==> config.mk <==
export PLATFORM = sky130hd
export DESIGN_NAME = otp_ctrl_lci_resp_flat
export DESIGN_NICKNAME = d
export VERILOG_FILES = /design/src/rtl/otp_ctrl_lci_resp_pkg.sv /design/src/rtl/otp_ctrl_lci_resp_if.sv /design/src/rtl/otp_ctrl_lci_resp_mem.sv /design/src/rtl/otp_ctrl_lci_resp.sv /design/src/flat_wrapper.sv
export SDC_FILE = /design/constraint.sdc
export NUM_CORES = 1
export LEC_CHECK = 0
export CAP_MARGIN = 20
export CELL_PAD_IN_SITES_DETAIL_PLACEMENT = 0
export CELL_PAD_IN_SITES_GLOBAL_PLACEMENT = 1
export CORE_UTILIZATION = 50
export CTS_CLUSTER_DIAMETER = 30
export DETAILED_ROUTE_END_ITERATION = 10
export GPL_TIMING_DRIVEN = 0
export PLACE_DENSITY_LB_ADDON = 0.1
export SLEW_MARGIN = 30
export SYNTH_ARGS = -nofsm -noshare
export SYNTH_HDL_FRONTEND = slang
export SYNTH_SLANG_ARGS = --single-unit
==> constraint.sdc <==
create_clock -name clk_i -period 6 [get_ports clk_i]
set_input_delay 1.2 -clock clk_i [delete_from_list [all_inputs] [get_ports clk_i]]
set_output_delay 1.2 -clock clk_i [all_outputs]
set_load 0.03 [all_outputs]
==> src/rtl/otp_ctrl_lci_resp_pkg.sv <==
// Shared types and constants for the LCI responder: OTP macro command and
// error codes, interface widths and the sparse FSM state encoding.
package otp_ctrl_lci_resp_pkg;

  localparam int OtpWidth         = 16;
  localparam int OtpSizeWidth     = 2;
  localparam int OtpIfWidth       = (1 << OtpSizeWidth) * OtpWidth;
  localparam int OtpAddrWidth     = 10;
  localparam int OtpCmdWidth      = 3;
  localparam int ScrmblBlockWidth = 64;
  localparam int OtpCntWidth      = 4;

  typedef enum logic [OtpCmdWidth-1:0] {
    Read     = 3'b000,
    Write    = 3'b001,
    ReadRaw  = 3'b010,
    WriteRaw = 3'b011,
    Zeroize  = 3'b100
  } cmd_e;

  typedef enum logic [2:0] {
    NoError                 = 3'd0,
    MacroError              = 3'd1,
    MacroEccCorrError       = 3'd2,
    MacroEccUncorrError     = 3'd3,
    MacroWriteBlankingError = 3'd4
  } err_e;

  // Pairwise Hamming distance >= 3 so a single flipped bit never lands on a legal state.
  typedef logic [5:0] lci_resp_state_e;
  localparam lci_resp_state_e IdleSt  = 6'b101001;
  localparam lci_resp_state_e BusySt  = 6'b010011;
  localparam lci_resp_state_e RspSt   = 6'b110110;
  localparam lci_resp_state_e ErrorSt = 6'b001100;

  function automatic logic blank_violation(input logic [OtpWidth-1:0] cur,
                                           input logic [OtpWidth-1:0] wdata);
    return |(cur & ~wdata);
  endfunction

endpackage

==> src/rtl/otp_ctrl_lci_resp_if.sv <==
// Single-word req/gnt/rvalid bus between the LCI initiator and the OTP side.
interface otp_ctrl_lci_resp_if;
  import otp_ctrl_lci_resp_pkg::*;

  logic                        otp_req_i;
  cmd_e                        otp_cmd_i;
  logic [OtpSizeWidth-1:0]     otp_size_i;
  logic [OtpIfWidth-1:0]       otp_wdata_i;
  logic [OtpAddrWidth-1:0]     otp_addr_i;
  logic                        otp_gnt_o;
  logic                        otp_rvalid_o;
  logic [ScrmblBlockWidth-1:0] otp_rdata_o;
  err_e                        otp_err_o;

  modport master (
    output otp_req_i, otp_cmd_i, otp_size_i, otp_wdata_i, otp_addr_i,
    input  otp_gnt_o, otp_rvalid_o, otp_rdata_o, otp_err_o
  );

  modport slave (
    input  otp_req_i, otp_cmd_i, otp_size_i, otp_wdata_i, otp_addr_i,
    output otp_gnt_o, otp_rvalid_o, otp_rdata_o, otp_err_o
  );

endinterface

==> src/rtl/otp_ctrl_lci_resp_mem.sv <==
// Non-volatile LC partition model: flop array, OR-only writes, blank check
// against the addressed word, and a one-cycle wipe. No reset by design.
module otp_ctrl_lci_resp_mem
  import otp_ctrl_lci_resp_pkg::*;
#(
  parameter int NumWords = 44,
  parameter int IdxW     = $clog2(NumWords)
) (
  input  logic                clk_i,
  input  logic                i_wipe,
  input  logic                i_we,
  input  logic [IdxW-1:0]     i_idx,
  input  logic [OtpWidth-1:0] i_wdata,
  output logic [OtpWidth-1:0] o_rdata,
  output logic                o_blank_err
);

  localparam logic [IdxW:0] NumWordsW = (IdxW+1)'(NumWords);

  logic [OtpWidth-1:0] w_words [NumWords];
  logic                w_idx_ok;
  logic [OtpWidth-1:0] w_rdata;

  generate
    for (genvar gi = 0; gi < NumWords; gi++) begin : g_word
      logic [OtpWidth-1:0] r_word;

      always_ff @(posedge clk_i) begin
        if (i_wipe) begin
          r_word <= '0;
        end else if (i_we && (i_idx == IdxW'(gi))) begin
          r_word <= r_word | i_wdata;
        end
      end

      assign w_words[gi] = r_word;
    end
  endgenerate

  assign w_idx_ok    = ({1'b0, i_idx} < NumWordsW);
  assign w_rdata     = w_idx_ok ? w_words[i_idx] : '0;
  assign o_rdata     = w_rdata;
  assign o_blank_err = blank_violation(w_rdata, i_wdata);

endmodule

==> src/rtl/otp_ctrl_lci_resp.sv <==
// OTP-side responder for the life cycle programming interface: one outstanding
// access, fixed grant-to-rvalid latency, write-once LC partition model.
module otp_ctrl_lci_resp
  import otp_ctrl_lci_resp_pkg::*;
#(
  parameter int                      NumWords   = 44,
  parameter logic [OtpAddrWidth-1:0] BaseAddr   = '0,
  parameter int                      RspLatency = 2
) (
  input  logic                 clk_i,
  input  logic                 rst_i,
  input  logic                 wipe_i,
  otp_ctrl_lci_resp_if.slave   otp_bus,
  output logic                 fsm_err_o
);

  localparam int                      IdxW    = $clog2(NumWords);
  localparam logic [OtpCntWidth-1:0]  CntInit = OtpCntWidth'(RspLatency - 1);
  localparam logic [OtpAddrWidth:0]   AddrLo  = {1'b0, BaseAddr};
  localparam logic [OtpAddrWidth:0]   AddrHi  = AddrLo + (OtpAddrWidth+1)'(NumWords);

  lci_resp_state_e         r_state;
  logic [OtpCntWidth-1:0]  r_cnt;
  cmd_e                    r_cmd;
  logic [OtpSizeWidth-1:0] r_size;
  logic [OtpAddrWidth-1:0] r_addr;
  logic [OtpWidth-1:0]     r_wdata;

  lci_resp_state_e         w_state_next;
  logic [OtpCntWidth-1:0]  w_cnt_next;
  logic                    w_fsm_err;
  logic                    w_gnt;
  logic                    w_rsp;
  logic                    w_wipe;
  logic                    w_cmd_ok;
  logic                    w_size_ok;
  logic                    w_addr_ok;
  logic                    w_macro_err;
  logic                    w_is_read;
  logic                    w_is_write;
  logic                    w_we;
  logic [IdxW-1:0]         w_idx;
  logic [OtpWidth-1:0]     w_mem_rdata;
  logic                    w_blank_err;
  err_e                    w_err;
  logic                    w_unused_wdata_hi;

  // Only one access in flight, so grants are limited to IdleSt; wipe beats req.
  assign w_gnt  = (r_state == IdleSt) && otp_bus.otp_req_i && !wipe_i && !rst_i;
  assign w_wipe = (r_state == IdleSt) && wipe_i && !rst_i;

  always_comb begin
    w_state_next = r_state;
    w_cnt_next   = r_cnt;
    w_fsm_err    = 1'b0;
    case (r_state)
      IdleSt: begin
        if (w_gnt) begin
          w_cnt_next   = CntInit;
          w_state_next = (RspLatency == 1) ? RspSt : BusySt;
        end
      end
      BusySt: begin
        w_cnt_next = r_cnt - 1'b1;
        if (r_cnt <= OtpCntWidth'(1)) begin
          w_state_next = RspSt;
        end
      end
      RspSt: begin
        w_state_next = IdleSt;
      end
      ErrorSt: begin
        w_state_next = ErrorSt;
      end
      default: begin
        w_state_next = ErrorSt;
        w_fsm_err    = 1'b1;
      end
    endcase
  end

  always_ff @(posedge clk_i) begin
    if (rst_i) begin
      r_state <= IdleSt;
      r_cnt   <= '0;
      r_cmd   <= Read;
      r_size  <= '0;
      r_addr  <= '0;
      r_wdata <= '0;
    end else begin
      r_state <= w_state_next;
      r_cnt   <= w_cnt_next;
      if (w_gnt) begin
        r_cmd   <= otp_bus.otp_cmd_i;
        r_size  <= otp_bus.otp_size_i;
        r_addr  <= otp_bus.otp_addr_i;
        r_wdata <= otp_bus.otp_wdata_i[OtpWidth-1:0];
      end
    end
  end

  assign w_unused_wdata_hi = ^otp_bus.otp_wdata_i[OtpIfWidth-1:OtpWidth];

  // A reset landing on the response cycle drops the access entirely.
  assign w_rsp       = (r_state == RspSt) && !rst_i;
  assign w_is_read   = (r_cmd == Read);
  assign w_is_write  = (r_cmd == Write);
  assign w_cmd_ok    = w_is_read || w_is_write;
  assign w_size_ok   = (r_size == '0);
  assign w_addr_ok   = ({1'b0, r_addr} >= AddrLo) && ({1'b0, r_addr} < AddrHi);
  assign w_macro_err = !(w_cmd_ok && w_size_ok && w_addr_ok);
  assign w_idx       = IdxW'(r_addr - BaseAddr);
  assign w_we        = w_rsp && !w_macro_err && w_is_write;

  otp_ctrl_lci_resp_mem #(
    .NumWords (NumWords),
    .IdxW     (IdxW)
  ) u_mem (
    .clk_i       (clk_i),
    .i_wipe      (w_wipe),
    .i_we        (w_we),
    .i_idx       (w_idx),
    .i_wdata     (r_wdata),
    .o_rdata     (w_mem_rdata),
    .o_blank_err (w_blank_err)
  );

  // Structural errors take precedence over the blank check.
  always_comb begin
    w_err = NoError;
    if (w_rsp) begin
      if (w_macro_err) begin
        w_err = MacroError;
      end else if (w_is_write && w_blank_err) begin
        w_err = MacroWriteBlankingError;
      end
    end
  end

  assign otp_bus.otp_gnt_o    = w_gnt;
  assign otp_bus.otp_rvalid_o = w_rsp;
  assign otp_bus.otp_rdata_o  = (w_rsp && !w_macro_err && w_is_read) ?
                                {{(ScrmblBlockWidth-OtpWidth){1'b0}}, w_mem_rdata} : '0;
  assign otp_bus.otp_err_o    = w_err;
  assign fsm_err_o            = w_fsm_err;

endmodule

==> src/flat_wrapper.sv <==
// flat-port wrapper written by rule: the top's interface ports become plain ports
module otp_ctrl_lci_resp_flat import otp_ctrl_lci_resp_pkg::*;
#(
  parameter int                      NumWords   = 44,
  parameter logic [OtpAddrWidth-1:0] BaseAddr   = '0,
  parameter int                      RspLatency = 2
)
  (clk_i, rst_i, wipe_i, fsm_err_o, otp_bus_otp_req_i, otp_bus_otp_cmd_i, otp_bus_otp_size_i, otp_bus_otp_wdata_i, otp_bus_otp_addr_i, otp_bus_otp_gnt_o, otp_bus_otp_rvalid_o, otp_bus_otp_rdata_o, otp_bus_otp_err_o);
  otp_ctrl_lci_resp_if otp_bus_i ();
  input  logic clk_i;
  input  logic rst_i;
  input  logic wipe_i;
  output logic fsm_err_o;
  input wire logic [$bits(otp_bus_i.otp_req_i)-1:0] otp_bus_otp_req_i;
  input wire logic [$bits(otp_bus_i.otp_cmd_i)-1:0] otp_bus_otp_cmd_i;
  input wire logic [$bits(otp_bus_i.otp_size_i)-1:0] otp_bus_otp_size_i;
  input wire logic [$bits(otp_bus_i.otp_wdata_i)-1:0] otp_bus_otp_wdata_i;
  input wire logic [$bits(otp_bus_i.otp_addr_i)-1:0] otp_bus_otp_addr_i;
  output wire logic [$bits(otp_bus_i.otp_gnt_o)-1:0] otp_bus_otp_gnt_o;
  output wire logic [$bits(otp_bus_i.otp_rvalid_o)-1:0] otp_bus_otp_rvalid_o;
  output wire logic [$bits(otp_bus_i.otp_rdata_o)-1:0] otp_bus_otp_rdata_o;
  output wire logic [$bits(otp_bus_i.otp_err_o)-1:0] otp_bus_otp_err_o;
  assign otp_bus_i.otp_req_i = otp_bus_otp_req_i;
  assign otp_bus_i.otp_cmd_i = otp_bus_otp_cmd_i;
  assign otp_bus_i.otp_size_i = otp_bus_otp_size_i;
  assign otp_bus_i.otp_wdata_i = otp_bus_otp_wdata_i;
  assign otp_bus_i.otp_addr_i = otp_bus_otp_addr_i;
  assign otp_bus_otp_gnt_o = otp_bus_i.otp_gnt_o;
  assign otp_bus_otp_rvalid_o = otp_bus_i.otp_rvalid_o;
  assign otp_bus_otp_rdata_o = otp_bus_i.otp_rdata_o;
  assign otp_bus_otp_err_o = otp_bus_i.otp_err_o;
  otp_ctrl_lci_resp #(.NumWords(NumWords), .BaseAddr(BaseAddr), .RspLatency(RspLatency)) u_core (.clk_i(clk_i), .rst_i(rst_i), .wipe_i(wipe_i), .otp_bus(otp_bus_i), .fsm_err_o(fsm_err_o));
endmodule
==> parameters.txt <==
Parameter                              Value

Clock network
  Clock Root Buffer ... sky130_fd_sc_hd__clkbuf_16
  Deepest clock path buffer count ... 3
  Reg clk slew, reported paths ... approximately 50 ps
  Clock sink count ... roughly 740
  Clk Latency, worst-skew pair ... approximately 730 ps
  H-tree depth ... 4
  Total clock buffers created by CTS ... approximately 150
  TritonCTS clock tree ... yes
  Setup Fix Bufs, Post-CTS ... 0

Logic synthesis
  Total of flip-flops plus latches after synthesis ... between 700 and 800
  Share of synthesized area occupied by flip-flops and latches ... 0.494
  Post-synthesis area per instance ... 9.13 µm²
  Async S/R FF share, synth ... 0
  Post-Syn Instances ... around 3,300
  Primary FF master, synth ... sky130_fd_sc_hd__dfxtp_1
  Library cells used by synthesis ... 76
  Number of enable flip-flop cells after synthesis ... 0
  Total of warnings raised by yosys ... 0
  Combined area of all synthesized cells ... around 30,000 µm²

Drt
  Routed wire length ... 142,000 µm
  Number of DRC markers in iteration 0 ... approximately 4,100
  Detailed-route wire length on metal 1 ... between 50,000 and 60,000 µm
  DR DRC count ... 0
  Detailed-route via count ... 29,161
  Per-cell routed wire length ... about 32 µm
  Number of detailed-route iterations in the first pass ... 9
  Count of nets left with antenna violations after detail routing ... 0
  DR top layer ... met4
  Detailed route wirelength on metal2 ... 57,900 µm
  Met3 routed WL ... approximately 19,000 µm
  Via-per-instance ratio ... roughly 6.6

STA
  Tightest slew margin relative to the limit ... 0.239
  Worst-case hold slack ... approximately 460 ps
  Final worst clock skew ... between 15 and 20 ps
  Measured slew at the worst slew-check pin ... approximately 1100 ps
  Slack of the critical path ... -232 ps
  Share of the cycle needed by the critical path after routing ... 1.04
  Final Setup Violations ... 9
  Max-slew violations ... 0
  Fin Setup TNS ... -805 ps
  FMAX ... ~160 MHz
  Final Hold Fails ... 0
  Tmin final ... a little over 6000 ps
  Setup repair after global routing missed its margin ... true

Global routing
  Largest net degree at the start of global routing ... 20
  GRT Residual Overflow ... 0
  Global-route usage over all layers ... 0.459
  First-pass GRT wire length ... around 200,000 µm
  Via count of the first global-routing pass ... 27,276
  Number of antenna violations at the first check in global routing ... 5

Power and ir drop
  Power density over the cells ... roughly 380 nW/µm²
  Net switching power of the design ... between 0.003 and 0.004 W
  Max VDD drop ... approximately 0.00026 V
  Share of total power consumed by net switching ... 0.227
  Internal Pwr Total ... 0.0110 W
  Combinational Power Share ... 0.035
  Final total power ... 0.0142 W
  Proportion of power drawn by the clock network ... 0.616
  Portion of total power attributed to sequential cells ... 0.349
  Leakage power ... around 15 nW

Die
  Starting Density ... 0.509
  I/O pin cnt ... 153
  Site Rows ... 89
  Die Y-Extent ... roughly 250 µm
  Total die area ... about 60,000 µm²
  Core Footprint ... 59,200 µm²
  Horizontal die dimension ... about 250 µm

Setup path
  Critical path startpoint category ... flop
  Critical Path Max Stage Delay ... roughly 480 ps
  Max stage delay cell, worst path ... sky130_fd_sc_hd__a32oi_1
  Maximum fanout along the worst path ... 10
  Arrival time of the worst setup path ... roughly 5000 ps
  Crit Path Category ... flop to primary output
  Crit. End Element ... primary output
  Critical Path RT ... around 4800 ps
  Crit-path cells ... buf_6 -> buf_8 -> buf_6 -> buf_8 -> buf_8 -> mux4_2 -> a32oi_1 -> a41oi_2 -> nor2b_1 -> nor3_1 -> a31oi_2 -> clkdlybuf4s15_2
  Cell mode on critical path ... sky130_fd_sc_hd__buf_8

Placement
  Detailed-placement wirelength estimate ... between 90,000 and 100,000 µm
  Setup WS pre-CTS ... -551 ps
  Count of input and output buffers ... between 50 and 60
  Final Wtd Congestion ... between 1 and 1.5

Min path
  Worst hold path class ... flop to flop

Finish
  Most common library cell in the layout ignoring fill and taps ... sky130_fd_sc_hd__nor2_1
  Area added between synthesis and finish ... 24.6%
  Count of filler cells inserted in the layout ... 4,926
  Most frequent cells in the layout ... 785 x sky130_fd_sc_hd__nor2_1, 743 x sky130_fd_sc_hd__dfxtp_1, 737 x sky130_fd_sc_hd__a21oi_1
  Share of final-layout standard cells stronger than drive strength 1 ... 0.166
  Number of nets at the end of the flow ... 3,638

Status
  Status ... finished, violations left
  Violated checks ... negative setup slack

Flow run
  Number of maximum-capacitance violations ... 0
[critical path, delay by kind of cell (launching register included)]
family                 cells  cell delay, ps
buffers and inverters      6            1820
AO/OA/AOI/OAI              3             960
AND/OR/NAND/NOR            2             480
multiplexers               1             460
flip-flops                 1             450
[what timing repair did]
item,in CTS,in global routing
hold buffers,0,0
setup endpoints to repair,17,8
pin swaps,1,0
gates resized for setup,94,19
cloned,0,0
[registers in the layout, summed over array words and instances, names as in the netlist]
name                        count
u_core.r_state                  5
u_core.u_mem.g_word.r_word    704
u_core.r_cmd                    3
u_core.r_addr                  10
u_core.r_size                   2
u_core.r_wdata                 16
u_core.r_cnt                    4
[cell usage after synthesis (22+ instances only)]
cell                       number  area share
sky130_fd_sc_hd__nor2_1       785       0.098
sky130_fd_sc_hd__dfxtp_1      744        0.49
sky130_fd_sc_hd__a21oi_1      739        0.12
sky130_fd_sc_hd__clkbuf_1     214       0.027
sky130_fd_sc_hd__mux4_2       129       0.096
sky130_fd_sc_hd__nand2_1      112       0.014
sky130_fd_sc_hd__mux2i_1      104       0.035
sky130_fd_sc_hd__buf_4         66       0.016
sky130_fd_sc_hd__buf_2         47      0.0078
sky130_fd_sc_hd__a22oi_1       38      0.0095
sky130_fd_sc_hd__nor3_2        24      0.0080
sky130_fd_sc_hd__nand3b_1      22      0.0055
sky130_fd_sc_hd__nor3_1        22      0.0037
[kinds of logic (layout without fill, tap and decap cells)]
logic type / Yosys count / in the layout / synth area share
AO/OA/AOI/OAI: 917 / 917 / 0.167
AND/OR/NAND/NOR: 1026 / 1026 / 0.142
XOR/XNOR: 2 / 2 / 0.000581
multiplexers: 241 / 241 / 0.135
flip-flops: 744 / 744 / 0.494
buffers and inverters: 368 / 696 / 0.0598
other: 1 / 50 / 0.000124
adder cells (fa/ha/maj): 2 / 2 / 0.000830
[power by group through the flow]
stage          Clock [W]  Combinational, W  Sequential, W
3_5_place_dp           0          0.000464        0.00507
5_1_grt          0.00901          0.000500        0.00497
4_1_cts          0.00873          0.000473        0.00497
6_report         0.00876          0.000500        0.00497
2_1_floorplan          0          0.000259        0.00506
3_3_place_gp           0          0.000462        0.00507
[metrics by stage]
step,utilization,cells,area (µm²)
6_report,0.634,4451,37500
5_1_grt,0.634,4450,37500
4_1_cts,0.633,4450,37500
3_5_place_dp,0.538,4177,31900
3_3_place_gp,0.537,4177,31800
2_1_floorplan,-,3349,30300
[cell type report]
type                            count  area (µm²)  share of cell area
Clock buffer                      189        4210               0.112
Sequential cell                   744       14900               0.397
Timing Repair Buffer               55         536              0.0143
Antenna cell                        1        2.50           0.0000667
Multi-Input combinational cell   2237       13800               0.368
Inverter                           17        63.8             0.00170
Buffer                            349        1910              0.0509
Tap cell                          773         967              0.0258
Clock inverter                     86        1150              0.0307
[layer usage]
| metal | vias to the layer above | track usage |
|---|---|---|
| li1 | 11976 | - |
| met2 | 2440 | 0.645 |
| met4 | 0 | 0.327 |
| met3 | 560 | 0.142 |
| met5 | - | 0 |
| met1 | 14185 | 0.596 |
[worst paths after layout]
| check | from | slack, ps | cells past startpoint | end |
|---|---|---|---|---|
| setup / recovery | u_core.r_addr[1] | -230 | 12 | otp_bus_otp_err_o[2] |
| hold / removal | u_core.u_mem.g_word[42].r_word[12] | 460 | 2 | u_core.u_mem.g_word[42].r_word[12] |
| setup reg to reg | u_core.r_addr[3] | 1720 | 9 | u_core.u_mem.g_word[8].r_word[6] |
| hold reg to reg | u_core.u_mem.g_word[42].r_word[12] | 460 | 2 | u_core.u_mem.g_word[42].r_word[12] |
No activity file was read; power rests on OpenSTA's default activity.
